[src/rtl/rv_pkg.sv]
// Shared definitions for the multi-cycle RV32I control path:
// opcode constants, FSM states, datapath select encodings.
package rv_pkg;

    localparam logic [6:0] OP_R      = 7'b0110011;
    localparam logic [6:0] OP_I      = 7'b0010011;
    localparam logic [6:0] OP_LOAD   = 7'b0000011;
    localparam logic [6:0] OP_STORE  = 7'b0100011;
    localparam logic [6:0] OP_BRANCH = 7'b1100011;
    localparam logic [6:0] OP_JAL    = 7'b1101111;
    localparam logic [6:0] OP_JALR   = 7'b1100111;
    localparam logic [6:0] OP_LUI    = 7'b0110111;
    localparam logic [6:0] OP_AUIPC  = 7'b0010111;

    typedef enum logic [2:0] {
        S_FETCH  = 3'd0,
        S_DECODE = 3'd1,
        S_EXEC   = 3'd2,
        S_MEM    = 3'd3,
        S_WB     = 3'd4,
        S_TRAP   = 3'd5
    } state_t;

    typedef enum logic [1:0] {
        WB_ALU = 2'b00,
        WB_MEM = 2'b01,
        WB_PC4 = 2'b10,
        WB_IMM = 2'b11
    } wb_sel_t;

    typedef enum logic [1:0] {
        PC_PLUS4 = 2'b00,
        PC_IMM   = 2'b01,
        PC_ALU   = 2'b10
    } pc_sel_t;

    typedef enum logic [3:0] {
        C_R,
        C_I,
        C_LOAD,
        C_STORE,
        C_BRANCH,
        C_JAL,
        C_JALR,
        C_LUI,
        C_AUIPC,
        C_ILL
    } cls_t;

    function automatic cls_t op_class(input logic [6:0] op);
        cls_t c;
        case (op)
            OP_R:      c = C_R;
            OP_I:      c = C_I;
            OP_LOAD:   c = C_LOAD;
            OP_STORE:  c = C_STORE;
            OP_BRANCH: c = C_BRANCH;
            OP_JAL:    c = C_JAL;
            OP_JALR:   c = C_JALR;
            OP_LUI:    c = C_LUI;
            OP_AUIPC:  c = C_AUIPC;
            default:   c = C_ILL;
        endcase
        return c;
    endfunction

endpackage

[src/rtl/rv_mem_wdog.sv]
// Memory-port watchdog: counts consecutive unacknowledged request
// cycles and flags a timeout on the last permitted one.
module rv_mem_wdog #(
    parameter int unsigned MEM_TIMEOUT = 16
) (
    input  logic clk,
    input  logic rst,
    input  logic waiting,
    input  logic mem_ready,
    output logic timeout
);

    localparam logic [7:0] LAST = 8'(MEM_TIMEOUT - 1);

    logic [7:0] cnt_q;
    logic [7:0] cnt_d;
    logic       stall;

    assign stall = waiting && !mem_ready;

    always_comb begin
        cnt_d = 8'd0;
        if (stall) begin
            cnt_d = cnt_q + 8'd1;
        end
    end

    // Fires in the cycle the counter would reach MEM_TIMEOUT.
    assign timeout = stall && (cnt_q == LAST);

    always_ff @(posedge clk or posedge rst) begin
        if (rst) begin
            cnt_q <= 8'd0;
        end else begin
            cnt_q <= cnt_d;
        end
    end

endmodule

[src/rtl/rv_multicycle_ctrl.sv]
// Multi-cycle RV32I control FSM: sequences fetch/decode/exec/mem/wb,
// owns the shared memory port and counts retired instructions.
module rv_multicycle_ctrl
    import rv_pkg::*;
#(
    parameter int unsigned MEM_TIMEOUT = 16,
    parameter int unsigned CNT_W       = 32
) (
    input  logic             clk,
    input  logic             rst,
    input  logic [6:0]       opcode,
    input  logic [2:0]       fn3,
    input  logic             br_taken,
    input  logic             mem_ready,
    output logic             mem_req,
    output logic             mem_we,
    output logic             addr_sel,
    output logic             ir_we,
    output logic             rf_we,
    output logic [1:0]       wb_sel,
    output logic             pc_we,
    output logic [1:0]       pc_sel,
    output logic             illegal,
    output logic             bus_err,
    output logic [CNT_W-1:0] instret,
    output logic [2:0]       state_o
);

    state_t           state_q;
    state_t           state_d;
    cls_t             cls_q;
    cls_t             cls_d;
    logic             illegal_q;
    logic             illegal_d;
    logic             bus_err_q;
    logic             bus_err_d;
    logic [CNT_W-1:0] instret_q;
    logic [CNT_W-1:0] instret_d;
    logic             retire;
    logic             waiting;
    logic             timeout;
    logic             unused_fn3;

    // Branch condition is resolved by the ALU; funct3 only matters there.
    assign unused_fn3 = ^fn3;

    assign waiting = (state_q == S_FETCH) || (state_q == S_MEM);

    rv_mem_wdog #(
        .MEM_TIMEOUT(MEM_TIMEOUT)
    ) u_wdog (
        .clk      (clk),
        .rst      (rst),
        .waiting  (waiting),
        .mem_ready(mem_ready),
        .timeout  (timeout)
    );

    always_comb begin
        state_d   = state_q;
        cls_d     = cls_q;
        illegal_d = illegal_q;
        bus_err_d = bus_err_q;
        instret_d = instret_q;
        retire    = 1'b0;
        mem_req   = 1'b0;
        mem_we    = 1'b0;
        addr_sel  = 1'b0;
        ir_we     = 1'b0;
        rf_we     = 1'b0;
        wb_sel    = WB_ALU;
        pc_we     = 1'b0;
        pc_sel    = PC_PLUS4;

        unique case (state_q)
            S_FETCH: begin
                mem_req = 1'b1;
                if (mem_ready) begin
                    ir_we   = 1'b1;
                    state_d = S_DECODE;
                end else if (timeout) begin
                    bus_err_d = 1'b1;
                    state_d   = S_TRAP;
                end
            end
            S_DECODE: begin
                cls_d = op_class(opcode);
                if (cls_d == C_ILL) begin
                    illegal_d = 1'b1;
                    state_d   = S_TRAP;
                end else begin
                    state_d = S_EXEC;
                end
            end
            S_EXEC: begin
                if (cls_q == C_BRANCH) begin
                    pc_we   = 1'b1;
                    pc_sel  = br_taken ? PC_IMM : PC_PLUS4;
                    retire  = 1'b1;
                    state_d = S_FETCH;
                end else if (cls_q == C_LOAD || cls_q == C_STORE) begin
                    state_d = S_MEM;
                end else begin
                    state_d = S_WB;
                end
            end
            S_MEM: begin
                mem_req  = 1'b1;
                addr_sel = 1'b1;
                mem_we   = (cls_q == C_STORE);
                if (mem_ready) begin
                    if (cls_q == C_STORE) begin
                        pc_we   = 1'b1;
                        retire  = 1'b1;
                        state_d = S_FETCH;
                    end else begin
                        state_d = S_WB;
                    end
                end else if (timeout) begin
                    bus_err_d = 1'b1;
                    state_d   = S_TRAP;
                end
            end
            S_WB: begin
                rf_we   = 1'b1;
                pc_we   = 1'b1;
                retire  = 1'b1;
                state_d = S_FETCH;
                case (cls_q)
                    C_LOAD: wb_sel = WB_MEM;
                    C_LUI:  wb_sel = WB_IMM;
                    C_JAL: begin
                        wb_sel = WB_PC4;
                        pc_sel = PC_IMM;
                    end
                    C_JALR: begin
                        wb_sel = WB_PC4;
                        pc_sel = PC_ALU;
                    end
                    default: wb_sel = WB_ALU;
                endcase
            end
            S_TRAP: begin
                state_d = S_TRAP;
            end
            default: begin
                state_d = S_TRAP;
            end
        endcase

        if (retire) begin
            instret_d = instret_q + {{(CNT_W-1){1'b0}}, 1'b1};
        end

        // Reset silences the port at once, even mid-request.
        if (rst) begin
            mem_req  = 1'b0;
            mem_we   = 1'b0;
            addr_sel = 1'b0;
            ir_we    = 1'b0;
            rf_we    = 1'b0;
            wb_sel   = WB_ALU;
            pc_we    = 1'b0;
            pc_sel   = PC_PLUS4;
        end
    end

    always_ff @(posedge clk or posedge rst) begin
        if (rst) begin
            state_q   <= S_FETCH;
            cls_q     <= C_R;
            illegal_q <= 1'b0;
            bus_err_q <= 1'b0;
            instret_q <= '0;
        end else begin
            state_q   <= state_d;
            cls_q     <= cls_d;
            illegal_q <= illegal_d;
            bus_err_q <= bus_err_d;
            instret_q <= instret_d;
        end
    end

    assign illegal = illegal_q;
    assign bus_err = bus_err_q;
    assign instret = instret_q;
    assign state_o = state_q;

endmodule
[config.mk]
export PLATFORM = sky130hd
export DESIGN_NAME = rv_multicycle_ctrl
export DESIGN_NICKNAME = d
export VERILOG_FILES = /design/src/rtl/rv_pkg.sv /design/src/rtl/rv_mem_wdog.sv /design/src/rtl/rv_multicycle_ctrl.sv
export SDC_FILE = /design/constraint.sdc
export NUM_CORES = 1
export LEC_CHECK = 0
export ABC_AREA = 1
export BUFFER_PORTS_ARGS = -buffer_cell sky130_fd_sc_hd__buf_4
export CAP_MARGIN = 20
export CELL_PAD_IN_SITES_DETAIL_PLACEMENT = 1
export CELL_PAD_IN_SITES_GLOBAL_PLACEMENT = 1
export CORE_AREA = 4 4 116 118
export CTS_CLUSTER_SIZE = 30
export DETAILED_ROUTE_END_ITERATION = 8
export DIE_AREA = 0 0 120 122
export PLACE_DENSITY = 0.68
export SYNTH_ARGS = -nofsm -noshare
export SYNTH_HDL_FRONTEND = slang
export SYNTH_SLANG_ARGS = --single-unit
[constraint.sdc]
create_clock -name clk -period 1.5 [get_ports clk]
set_input_delay 0 -clock clk [delete_from_list [all_inputs] [get_ports clk]]
set_output_delay 0 -clock clk [all_outputs]
set_load 0.02 [all_outputs]
==> metrics, run 1 <==
outcome complete, but fails checks; failing checks setup timing; Yosys top cell area share 0.400; Clock transition at path regs 0.07 ns; worst hold start mem_ready; sequential area share after synthesis 0.400; Tcrit/Tclk final 1.06; r2r endpoint instret[11]; core area 12500 sq um; Setup WS post-layout -0.0834 ns; cts bufs inserted 5; Synth area leader dfrtp_1; Synth Net Count 483; DR pass1 iterations 4; detailed placer's ending HPWL 7680 um; Synth area leaders dfrtp_1, nand2_1, nor2_1, inv_1, nand3_1; placed cells 732; final cell count without fillers 764; Largest stage delay, worst path 0.43 ns; adder-cell share of the synthesized area 0.00816; Setup Skew 0.00708 ns; fmax 0.632 GHz; xor and xnor area share after synthesis 0.0343; total power 5.83 mW; Worst Max-Slew Pin Slew 0.367 ns; leakage 2.21 nW; sinks on the clock net 49; top-count cell post-synth nand2_1; Clock Root Buffer clkbuf_16; worst-path fanout max 7; Slew Limit Headroom 0.754; FF-to-FF path depth 9; Mapped Cells 467; worst reg2reg path startpoint state_o[0]; NumNets Final 607; Max Slew Vio Count 0; CP most frequent cell nand3_2; Post-Route Setup TNS -1.12 ns; Syn-to-layout area delta 55.0%; largest net degree at the start of global routing 50; post-synthesis compound-gate area fraction 0.0432; Worst Setup EP instret[11]; CTS max path bufs 2; WL/cell 13.8 um; FILL cells 1588; GP Congestion 0.836; Distinct cells, synth 26; Synth Register Bits 49; WP data required 1.68 ns; RSZ-0062 raised after global routing yes; MaxCap Viol Count 0; Die Area 14600 sq um; Post-synth EDFFs 0; synth cell count leaders nand2_1, nor2_1, dfrtp_1; power density over cell area 1230 nW/um^2; CP max stage cell dfrtp_2; Netlist Area Pre-Place 3070 sq um; Die Y-Extent 122 um; DR iter-0 viols 107; Async SR Flop Fraction 1.00; Initial Util 0.246; placement row count 41; Crit Path Class flip-flop to flip-flop; vias in the first global route 3572; share of cells above drive strength 1 0.372; reg2reg setup slack -0.08 ns; CP Capture Type flip-flop; min Tclk post-route 1.58 ns; later-pin clock latency in the skew report 0.29 ns; Min-Delay Path Depth 4; Fin Hold WS 0.110 ns; CTS tree yes; global-route wire length before repair 17000 um; htree depth 2; most common flop cell mapped by yosys dfrtp_1; cell area after layout 4750 sq um; Ports 61; final WL 10600 um; gr ovfl total 0; Reg area 1240 sq um; initial antenna violation count 0; Critical Path Source Type flip-flop; Ys Warns 0; Multi-input gate area 1870 sq um; Peak VDD IR 0.506 mV; n_diodes 0; die width 120 um; Global Route Usage Sum 0.142; number of vias per cell 4.46; worst path arrival time 1.76 ns; routed vias 3410; critical-path cell list buf_4 > nand3_2 > inv_2 > nand3_2 > nand2_4 > buf_8 > buf_12 > nand2_1 > xor2_1; Avg Inst Size Synth 6.57 sq um; Final setup viols 23; final hold vios 0; main combinational cell family by area after synthesis simple AND/OR/NAND/NOR gates; Detail Route Antenna Nets 0; DR DRC count 0; Place WS -0.0479 ns; crit path launch state_o[0]; dpl cell area 4060 sq um; Hold Path Class input pin to flip-flop; port bufs 57; multiplexer share of the synthesized area 0; Post-Route Utilization 0.381; Post-Synth Simple-Gate Area 0.437
-- flip-flops by register name, indices dropped and copies added, names as in the netlist --
name,count
bus_err,1
instret,32
state_o,3
cls_q,4
u_wdog.cnt_q,8
illegal,1
-- critical path, delay by kind of cell, from the launching register on --
family                    cells  cell delay (ns)
buffers and inverters         4             0.50
DFF                           1             0.43
and+or+nand+nor               4             0.39
xor gates and xnor gates      1             0.14
-- how the worst min path moves through the flow --
| stage | slack [ns] | to |
|---|---|---|
| 2_1_floorplan | 0.05 | pc_we |
| 3_3_place_gp | 0.15 | state_o[2] |
| 3_5_place_dp | 0.16 | bus_err |
| 4_1_cts | 0.10 | state_o[2] |
| 5_1_grt | 0.15 | state_o[2] |
| 6_report | 0.11 | state_o[2] |
-- routing by layer --
metal / routed length, um / part of all wire / GRT usage / up-vias
li1: - / - / - / 1702
met1: 4460 / 0.42 / 0.170 / 1636
met2: 5520 / 0.52 / 0.269 / 60
met3: 460 / 0.044 / 0.0255 / 12
met4: 119 / 0.011 / 0.0236 / 0
met5: 0 / 0 / 0 / -
-- power breakdown --
group / switching (mW) / leakage [nW] / internal (mW)
Combinational: 1.43 / 1.49 / 1.22
Sequential: 0.204 / 0.623 / 1.50
Clock: 0.520 / 0.0938 / 0.953
Total: 2.16 / 2.21 / 3.67
-- kinds of logic after synthesis --
kind of cell / count (synthesis)
and+or+nand+nor: 321
buffers and inverters: 58
xor gates and xnor gates: 12
DFF: 49
adders and majority gates: 2
AOI/OAI and AO/OA: 25
-- layout make-up --
type,count,area share
multi-input cells,360,0.394
flip-flops and latches,49,0.261
inverters,52,0.0427
clock buffers,5,0.0263
well taps,172,0.0453
repair buffers,123,0.217
clock inverters,3,0.0137
-- placed cells by master, fill, tap and decap left out, types with 5 or more instances in the layout --
master / n
a21oi_1: 5
buf_4: 108
buf_6: 9
clkbuf_16: 6
dfrtp_1: 37
dfrtp_2: 12
inv_1: 41
inv_2: 9
nand2_1: 165
nand2_2: 18
nand3_1: 16
nand3_2: 5
nand3b_1: 11
nand4_1: 7
nor2_1: 57
nor2_2: 17
nor2_4: 9
nor3_1: 6
o21ai_0: 13
xnor2_1: 7
-- timing repair --
action,in CTS,in global routing
endpoints found under the setup margin,23,45
hold buffers,1,0
pin swaps,10,16
hold endpoints to repair,49,0
resized for setup,23,72
buffers inserted,7,15
cloned,1,1
Power figures use the tool's default switching activity.
==> run 2, diff against run 1 <==
--- a/config.mk
+++ b/config.mk
@@ -15,6 +15,7 @@
 export DETAILED_ROUTE_END_ITERATION = 8
 export DIE_AREA = 0 0 120 122
 export PLACE_DENSITY = 0.68
+export SETUP_SLACK_MARGIN = 0.2
 export SYNTH_ARGS = -nofsm -noshare
 export SYNTH_HDL_FRONTEND = slang
 export SYNTH_SLANG_ARGS = --single-unit
==> run 2 against run 1 <==
Effect of this change: the run still ends with setup timing left; sequential share of layout area decreased by 1.9 points; routed wire length increased by 4.2%; hold slack got worse by 0.0076 ns; cell count increased by 2.0%; sequential power about the same; via count increased by 2.3%; global-route usage increased by 1.1 points; clock skew decreased by 0.0021 ns; non-clock buffer count increased by 15; critical path depth decreased by 2.
==> metrics, run 2 (same netlist as run 1, synthesis figures left out) <==
outcome complete, but fails checks; failing checks setup timing; Slew Limit Headroom 0.732; Clock transition at path regs 0.07 ns; Setup WS post-layout -0.0800 ns; Net Sw Frac 0.400; NumNets Final 622; min Tclk post-route 1.58 ns; Tcrit/Tclk final 1.05; DR pass1 iterations 4; dpl cell area 4140 sq um; final hold vios 0; largest net degree at the start of global routing 28; most frequent cells in the layout nand2_1, buf_4, nor2_1; Net Sw Power 2.44 mW; worst-path fanout max 4; FILL cells 1528; Worst Max-Slew Pin Slew 0.402 ns; Multi-input gate area 2190 sq um; fmax 0.633 GHz; CP Capture Type output port; Die Y-Extent 122 um; Largest stage delay, worst path 0.46 ns; detailed placer's ending HPWL 7590 um; Peak VDD IR 0.754 mV; Reg area 1260 sq um; DR DRC count 0; combinational fraction of design power 0.495; leakage 2.49 nW; cell area after layout 5200 sq um; Global Route Usage Sum 0.153; CTS max path bufs 2; gr ovfl total 0; CP max stage cell dfrtp_2; power density over cell area 1170 nW/um^2; CP most frequent cell buf_4; global-route wire length before repair 18200 um; initial antenna violation count 0; Initial Util 0.246; Max Slew Vio Count 0; Detail Route Antenna Nets 0; critical-path cell list nor2_4 > buf_4 > buf_4 > nand2_4 > buf_6 > a21oi_2 > buf_4; core area 12500 sq um; P_int 3.67 mW; Setup Skew 0.00501 ns; Hold Path Class input pin to flip-flop; vias in the first global route 3730; Syn-to-layout area delta 69.6%; final WL 11000 um; DR iter-0 viols 84; Final setup viols 12; routed vias 3489; share of cells above drive strength 1 0.516; Fin Hold WS 0.102 ns; CTS tree yes; reg2reg setup slack -0.03 ns; sequential share of power 0.285; Crit Path Class flip-flop to output port; RSZ-0062 raised after global routing yes; Critical Path Source Type flip-flop; cts bufs inserted 5; MaxCap Viol Count 0; worst path arrival time 1.58 ns; most common cell after layout, fill and taps aside nand2_1; WL/cell 14.1 um; number of flip-flops in the largest register 32; WP data required 1.50 ns; placement row count 41; port bufs 57; Die Area 14600 sq um; number of vias per cell 4.48; Ports 61; later-pin clock latency in the skew report 0.30 ns; GP Congestion 0.811; die width 120 um; htree depth 2; clock share of power 0.219; sinks on the clock net 49; n_diodes 0; Clock Root Buffer clkbuf_16
==> run 2: cell types whose count changed in the layout (fill, tap and decap cells not counted), sizes merged <==
cell,previous run,this run
inv,52,51
clkinvlp,0,2
bufinv,2,1
buf,121,137
clkbuf,6,5
==> run 2: through the flow <==
step	worst slack (ns)	util	instances	TNS [ns]	total power [mW]
global placement	0.0147	0.332	726	0	3.71
floorplan	0.0716	-	467	0	2.95
finish	-0.0800	0.417	779	-0.357	6.10
global route	-0.156	0.417	779	-2.97	6.48
detailed placement	-0.0616	0.332	726	-0.184	3.76
CTS	-0.0757	0.393	763	-0.276	5.90
==> run 2: worst max-delay path, delay by kind of cell, from the launching register on <==
family | cells | cell delay (ns)
AO/OA/AOI/OAI | 1 | 0.11
AND/OR/NAND/NOR | 2 | 0.21
flip-flops | 1 | 0.46
buffers and inverters | 4 | 0.51
==> run 2: worst paths after layout <==
check	from	to	depth (start not counted)
min	mem_ready	state_o[2]	4
min in group asynchronous	rst	bus_err	4
min reg2reg	bus_err	bus_err	2
max	state_o[0]	mem_req	7
max in group asynchronous	rst	instret[20]	4
max reg2reg	cls_q[0]	instret[24]	10
==> run 2: routing by layer <==
layer,up-vias,GRT usage,part of all wire
met5,-,0,0
met4,0,0.0408,0.011
met3,11,0.0214,0.030
met2,58,0.289,0.53
met1,1690,0.182,0.43
li1,1730,-,-
==> run 2: final cells by class <==
cell class,count,area share
clock buffers,5,0.0241
repair buffers,138,0.221
flip-flops and latches,49,0.242
clock inverters,3,0.00890
well taps,172,0.0414
inverters,52,0.0411
multi-input cells,360,0.421
==> run 2: what timing repair did <==
action	4_1_cts	5_1_grt
resized for setup	106	61
cloned	1	0
setup endpoints to repair	46	59
hold buffers	1	0
buffers inserted	27	16
pin swaps	51	24
hold endpoints to repair	49	0
==> run 2: power by group through the flow <==
stage	sequential, mW	combinational, mW	clock, mW
CTS	1.71	2.79	1.39
floorplan	1.87	1.08	0
global route	1.77	3.26	1.45
global placement	1.74	1.97	0
detailed placement	1.74	2.02	0
finish	1.74	3.02	1.34
